`src/rtl/alu_ctrl_pkg.sv`:
```
// Shared definitions for the UART-to-ALU frame controller: FSM state encoding
// and bit positions inside the transmitted flags byte.
package alu_ctrl_pkg;

  typedef enum logic [2:0] {
    ST_IDLE,
    ST_WAIT_B,
    ST_WAIT_OP,
    ST_EXEC,
    ST_SEND_RES,
    ST_WAIT_TX,
    ST_SEND_FLG
  } state_e;

  localparam int unsigned FLG_ZERO_BIT = 0;
  localparam int unsigned FLG_OVF_BIT  = 1;

endpackage

```
`src/rtl/alu_uart_ctrl_frame_timer.sv`:
```
// Inter-byte idle counter: cleared on demand, counts while enabled, and
// strobes expire_o on the enabled cycle where the count sits at TIMEOUT_CYCLES-1.
module frame_timer #(
  parameter int unsigned TIMEOUT_CYCLES = 1_000_000
) (
  input  logic I_clk,
  input  logic I_reset,
  input  logic clr_i,
  input  logic en_i,
  output logic expire_o
);

  localparam int unsigned CW = (TIMEOUT_CYCLES > 1) ? $clog2(TIMEOUT_CYCLES) : 1;
  localparam logic [CW-1:0] LAST = CW'(TIMEOUT_CYCLES - 1);

  logic [CW-1:0] count_q;

  always_ff @(posedge I_clk or posedge I_reset) begin
    if (I_reset) begin
      count_q <= '0;
    end else if (clr_i) begin
      count_q <= '0;
    end else if (en_i) begin
      count_q <= count_q + 1'b1;
    end
  end

  assign expire_o = en_i && (count_q == LAST);

endmodule

```
`src/rtl/alu_uart_ctrl.sv`:
```
// Frame sequencer between a UART rx/tx pair and the ALU: collects A, B, op,
// returns the result byte. Define ALU_CTRL_FLAGS_EN to also send a flags byte.
module alu_uart_ctrl
  import alu_ctrl_pkg::*;
#(
  parameter int unsigned NB_DATA        = 8,
  parameter int unsigned NB_OP          = 6,
  parameter int unsigned TIMEOUT_CYCLES = 1_000_000
) (
  input  logic               I_clk,
  input  logic               I_reset,
  input  logic [NB_DATA-1:0] I_rx_data,
  input  logic               I_rx_done,
  input  logic               I_tx_busy,
  input  logic               I_tx_done,
  input  logic [NB_DATA-1:0] I_alu_result,
  input  logic               I_alu_overflow,
  input  logic               I_alu_zero,
  output logic [NB_DATA-1:0] O_data_a,
  output logic [NB_DATA-1:0] O_data_b,
  output logic [NB_OP-1:0]   O_op_code,
  output logic [NB_DATA-1:0] O_tx_data,
  output logic               O_tx_start,
  output logic               O_busy,
  output logic               O_frame_err
);

  state_e             state_q, state_d;
  logic [NB_DATA-1:0] a_q, a_d, b_q, b_d, txd_q, txd_d;
  logic [NB_OP-1:0]   op_q, op_d;
  logic               ferr_q;
  logic               tx_start;
  logic               tmr_clr, tmr_en, tmr_exp;
`ifdef ALU_CTRL_FLAGS_EN
  logic [1:0]         flg_q, flg_d;
  logic               flg_sent_q, flg_sent_d;
`else
  logic               unused_alu_flags;
  assign unused_alu_flags = I_alu_overflow ^ I_alu_zero;
`endif

  frame_timer #(.TIMEOUT_CYCLES(TIMEOUT_CYCLES)) u_timer (
    .I_clk    (I_clk),
    .I_reset  (I_reset),
    .clr_i    (tmr_clr),
    .en_i     (tmr_en),
    .expire_o (tmr_exp)
  );

  always_comb begin
    state_d  = state_q;
    a_d      = a_q;
    b_d      = b_q;
    op_d     = op_q;
    txd_d    = txd_q;
    tx_start = 1'b0;
    tmr_clr  = 1'b1;
    tmr_en   = 1'b0;
`ifdef ALU_CTRL_FLAGS_EN
    flg_d      = flg_q;
    flg_sent_d = flg_sent_q;
`endif
    case (state_q)
      ST_IDLE: begin
        if (I_rx_done) begin
          a_d     = I_rx_data;
          state_d = ST_WAIT_B;
        end
      end
      ST_WAIT_B: begin
        tmr_clr = I_rx_done;
        tmr_en  = !I_rx_done;
        if (I_rx_done) begin
          b_d     = I_rx_data;
          state_d = ST_WAIT_OP;
        end else if (tmr_exp) begin
          state_d = ST_IDLE;
        end
      end
      ST_WAIT_OP: begin
        tmr_clr = I_rx_done;
        tmr_en  = !I_rx_done;
        if (I_rx_done) begin
          op_d    = I_rx_data[NB_OP-1:0];
          state_d = ST_EXEC;
        end else if (tmr_exp) begin
          state_d = ST_IDLE;
        end
      end
      ST_EXEC: begin
        // Result is loaded straight into the tx register so the start strobe
        // can be raised in the very next cycle with the data already stable.
        txd_d   = I_alu_result;
`ifdef ALU_CTRL_FLAGS_EN
        flg_d      = {I_alu_overflow, I_alu_zero};
        flg_sent_d = 1'b0;
`endif
        state_d = ST_SEND_RES;
      end
      ST_SEND_RES: begin
        if (!I_tx_busy) begin
          tx_start = 1'b1;
          state_d  = ST_WAIT_TX;
        end
      end
      ST_WAIT_TX: begin
        if (I_tx_done) begin
`ifdef ALU_CTRL_FLAGS_EN
          if (flg_sent_q) begin
            state_d = ST_IDLE;
          end else begin
            txd_d              = '0;
            txd_d[FLG_OVF_BIT]  = flg_q[1];
            txd_d[FLG_ZERO_BIT] = flg_q[0];
            state_d            = ST_SEND_FLG;
          end
`else
          state_d = ST_IDLE;
`endif
        end
      end
`ifdef ALU_CTRL_FLAGS_EN
      ST_SEND_FLG: begin
        if (!I_tx_busy) begin
          tx_start   = 1'b1;
          flg_sent_d = 1'b1;
          state_d    = ST_WAIT_TX;
        end
      end
`endif
      default: state_d = ST_IDLE;
    endcase
  end

  always_ff @(posedge I_clk or posedge I_reset) begin
    if (I_reset) begin
      state_q <= ST_IDLE;
      a_q     <= '0;
      b_q     <= '0;
      op_q    <= '0;
      txd_q   <= '0;
      ferr_q  <= 1'b0;
`ifdef ALU_CTRL_FLAGS_EN
      flg_q      <= '0;
      flg_sent_q <= 1'b0;
`endif
    end else begin
      state_q <= state_d;
      a_q     <= a_d;
      b_q     <= b_d;
      op_q    <= op_d;
      txd_q   <= txd_d;
      ferr_q  <= tmr_exp;
`ifdef ALU_CTRL_FLAGS_EN
      flg_q      <= flg_d;
      flg_sent_q <= flg_sent_d;
`endif
    end
  end

  assign O_data_a    = a_q;
  assign O_data_b    = b_q;
  assign O_op_code   = op_q;
  assign O_tx_data   = txd_q;
  assign O_tx_start  = tx_start;
  assign O_busy      = (state_q != ST_IDLE);
  assign O_frame_err = ferr_q;

endmodule

```
`config.mk`:
```
export PLATFORM = sky130hd
export DESIGN_NAME = alu_uart_ctrl
export DESIGN_NICKNAME = d
export VERILOG_FILES = /design/src/rtl/alu_ctrl_pkg.sv /design/src/rtl/alu_uart_ctrl_frame_timer.sv /design/src/rtl/alu_uart_ctrl.sv
export SDC_FILE = /design/constraint.sdc
export NUM_CORES = 1
export LEC_CHECK = 0
export CORE_ASPECT_RATIO = 0.7
export CORE_MARGIN = 2
export CORE_UTILIZATION = 30
export DETAILED_ROUTE_END_ITERATION = 16
export GPL_TIMING_DRIVEN = 0
export PLACE_DENSITY = 0.57
export SLEW_MARGIN = 20
export SYNTH_ARGS = -nofsm -noshare
export SYNTH_HDL_FRONTEND = slang
export SYNTH_SLANG_ARGS = --single-unit
export TNS_END_PERCENT = 20
```
`constraint.sdc`:
```
create_clock -name I_clk -period 1.9 [get_ports I_clk]
set_clock_uncertainty 0.05 [all_clocks]
set_input_delay 0.19 -clock I_clk [delete_from_list [all_inputs] [get_ports I_clk]]
set_output_delay 0.19 -clock I_clk [all_outputs]
set_load 0.03 [all_outputs]
```
==> impl_metrics.csv <==
group,metric,value,unit
synthesis,ys.flop_type,"dfrtp_1",
setup_path,startpoint_type,"flip-flop",
sta,period_needed,2.063,ns
global_route,grt_pass1_vias,1719,
sta,setup_ws,-0.1626,ns
clock_tree,numCtsBuffers,5,
synthesis,synth-simple-area-share,0.1636,
synthesis,synth.mux.area_fraction,0.1425,
synthesis,synth_edf_count,0,
clock_tree,clk_path_buf_depth,2,
sta,period_share,1.086,
route,drt_iter0_drc,60,
route,routedWlPerCell,14.34,um
hold_path,hold_class,"in -> async",
synthesis,synth_top_family_by_area,"simple AND/OR/NAND/NOR gates",
global_route,grt-ovfl-total,0,
sta,fmaxAchievable,484.8,MHz
placement,pre_cts_slack,-0.3195,ns
cells_and_area,antenna_cells,0,
setup_path,worstReg2RegStart,"u_timer.count_q[12]$_DFFE_PP0P_",
placement,dp_hpwl,3587,um
route,ant_nets,0,
power,p_leak,0.001281,uW
synthesis,synth.net_count,220,
synthesis,yosys_register_bits,54,
sta,setup_viol,3,
synthesis,synth_area,2371,um^2
sta,finalMaxSlewViolations,0,
synthesis,synth_adder_area_share,0.005277,
setup_path,reg2regPathDepth,4,
synthesis,yosys.area_share.xor_xnor,0.04063,
synthesis,synthArstFlopShare,1.000,
status,status,"complete, but fails checks",
floorplan,row_count,27,
route,viasPerCell,4.801,
setup_path,r2r_end,"state_q[0]$_DFFE_PP0P_",
floorplan,start_util,0.3052,
synthesis,yosysSeqAreaShare,0.5699,
power,peakVddDrop,0.0008828,V
floorplan,die_h,78.38,um
sta,finalHoldViolCount,0,
power,finalPower,5086,uW
global_route,grt_usage,0.1287,
sta,rsz0062_at_grt,"yes",
sta,whs,0.3115,ns
cells_and_area,syn_to_final_growth,38.89,%
floorplan,core_area,7770,um^2
clock_tree,cts_max_level,2,
clock_tree,clk_pin_slew,0.07,ns
setup_path,path_max_fanout,3,
status,violations,"setup timing",
global_route,grt_antenna_before_repair,0,
cells_and_area,nets,283,
global_route,grt_pass1_wl,8576,um
route,routed_wl,5176,um
synthesis,synth_compound_gate_area_share,0.05910,
synthesis,avgSynthCellArea,12.10,um^2
floorplan,die_width,110.3,um
clock_tree,clock_latency,0.29,ns
cells_and_area,filler_cell_count,746,
setup_path,required,2.00,ns
route,num_vias,1733,
clock_tree,tritoncts,"built",
cells_and_area,final_util,0.4238,
synthesis,synth.distinct_cells,36,
clock_tree,clock-sinks,54,
placement,placed_cell_area,3030,um^2
run,maxCapViolations,0,
route,first_pass_iters,4,
power,p_per_area,1544,nW/um^2
setup_path,path_class,"reg -> reg",
floorplan,pin_count,56,
route,drc,0,
synthesis,postSynthCellCount,196,
cells_and_area,stdcell_area,3293,um^2
setup_path,critPathCaptureType,"flip-flop",
floorplan,die_area,8642,um^2
placement,portBuffers,53,
synthesis,yosysWarnings,0,
global_route,grt_max_degree,55,
placement,gp_congestion,0.7529,
sta,tightest_slew,0.6742,ns
clock_tree,cts_root_buf,"clkbuf_16",
setup_path,worstPathArrival,2.17,ns
cells_and_area,drive_gt1_frac,0.2500,
setup_path,r2r_slack,-0.16,ns
sta,slew_headroom,0.5505,
## worst max path at each step
stage / end / startpoint / cells after the start / slack (ns)
3_5_place_dp: O_data_b[3]$_DFFE_PP0P_ / I_rx_done / 4 / -0.32
4_1_cts: state_q[0]$_DFFE_PP0P_ / u_timer.count_q[12]$_DFFE_PP0P_ / 4 / -0.19
6_report: state_q[0]$_DFFE_PP0P_ / u_timer.count_q[12]$_DFFE_PP0P_ / 4 / -0.16
2_1_floorplan: state_q[1]$_DFFE_PP0P_ / u_timer.count_q[7]$_DFFE_PP0P_ / 4 / -0.03
3_3_place_gp: state_q[1]$_DFFE_PP0P_ / I_reset / 2 / -0.74
5_1_grt: state_q[0]$_DFFE_PP0P_ / u_timer.count_q[12]$_DFFE_PP0P_ / 4 / -0.23
## cell families after synthesis
kind of cell | after synthesis
and+or+nand+nor | 68
DFF | 54
muxes | 30
AOI/OAI and AO/OA | 21
xor gates and xnor gates | 11
buffers and inverters | 11
adders and majority gates | 1
## layout make-up
cell class,count,area (um^2),share of cell area
flip-flops and latches,54,1355,0.4115
multi-input cells,131,1050,0.3188
repair buffers,57,558.0,0.1695
clock buffers,6,138.9,0.04217
well taps,101,126.4,0.03837
plain buffers,6,31.28,0.009498
inverters,4,17.52,0.005319
clock inverters,2,16.27,0.004939
## cell usage after synthesis, types with 6 or more instances
cell,count,area share
or3_1,7,0.018
nor2_1,13,0.021
mux2_2,30,0.14
or4_1,6,0.019
a21oi_1,8,0.017
dfrtp_1,54,0.57
nand2_1,11,0.017
nand3_1,8,0.017
xnor2_1,9,0.033
## repair_timing
item,in CTS,in global routing
resized for setup,10,14
endpoints found under the setup margin,29,25
buffers inserted,0,4
hold buffers,0,0
endpoints found under the hold margin,0,0
pin swaps,2,0
## flip-flops by register name (all words and copies together) (netlist names)
name             flops
u_timer.count_q     20
O_data_a             8
O_data_b             8
O_tx_data            8
O_op_code            6
state_q              3
O_frame_err          1
## per-layer routing
metal	vias up	routed length (um)	track usage
li1	835	-	-
met1	841	2617	0.1889
met2	52	2150	0.1785
met3	5	344	0.03821
met4	0	64	0.04500
met5	-	0	0
## worst max-delay path, cell delays in order (launching register included)
cell	delay, ns
dfrtp_1	0.41
or4_1	0.53
or4_4	0.57
o41ai_4	0.23
o221ai_1	0.14
## stage by stage
stage	std cells	setup TNS [ns]
6_report	361	-0.3081
5_1_grt	361	-0.8089
4_1_cts	358	-0.5232
3_5_place_dp	350	-7.639
3_3_place_gp	350	-46.75
2_1_floorplan	196	-0.06185
## where the power goes
group / switching [uW] / leakage, uW / total [uW] / internal (uW)
combinational: 1300 / 0.000527 / 2400 / 1100
clock: 417 / 0.0000735 / 947 / 530
sequential: 215 / 0.000680 / 1740 / 1530
## cells in the final DEF (no fill, tap or decap), types with 4 or more instances in the layout
cell             netlist  routed
nor2_1                13      12
mux2_2                30      30
a21oi_1                8       7
or4_1                  6       5
nand2_1               11      10
clkdlybuf4s50_1        0      51
o31ai_1                4       4
o21ai_0                4       4
dfrtp_1               54      51
or3_1                  7       5
clkbuf_16              0       5
nand3_1                8       6
nor4_1                 4       4
xnor2_1                9       9
buf_4                  0       4
Power figures use the tool's default switching activity.
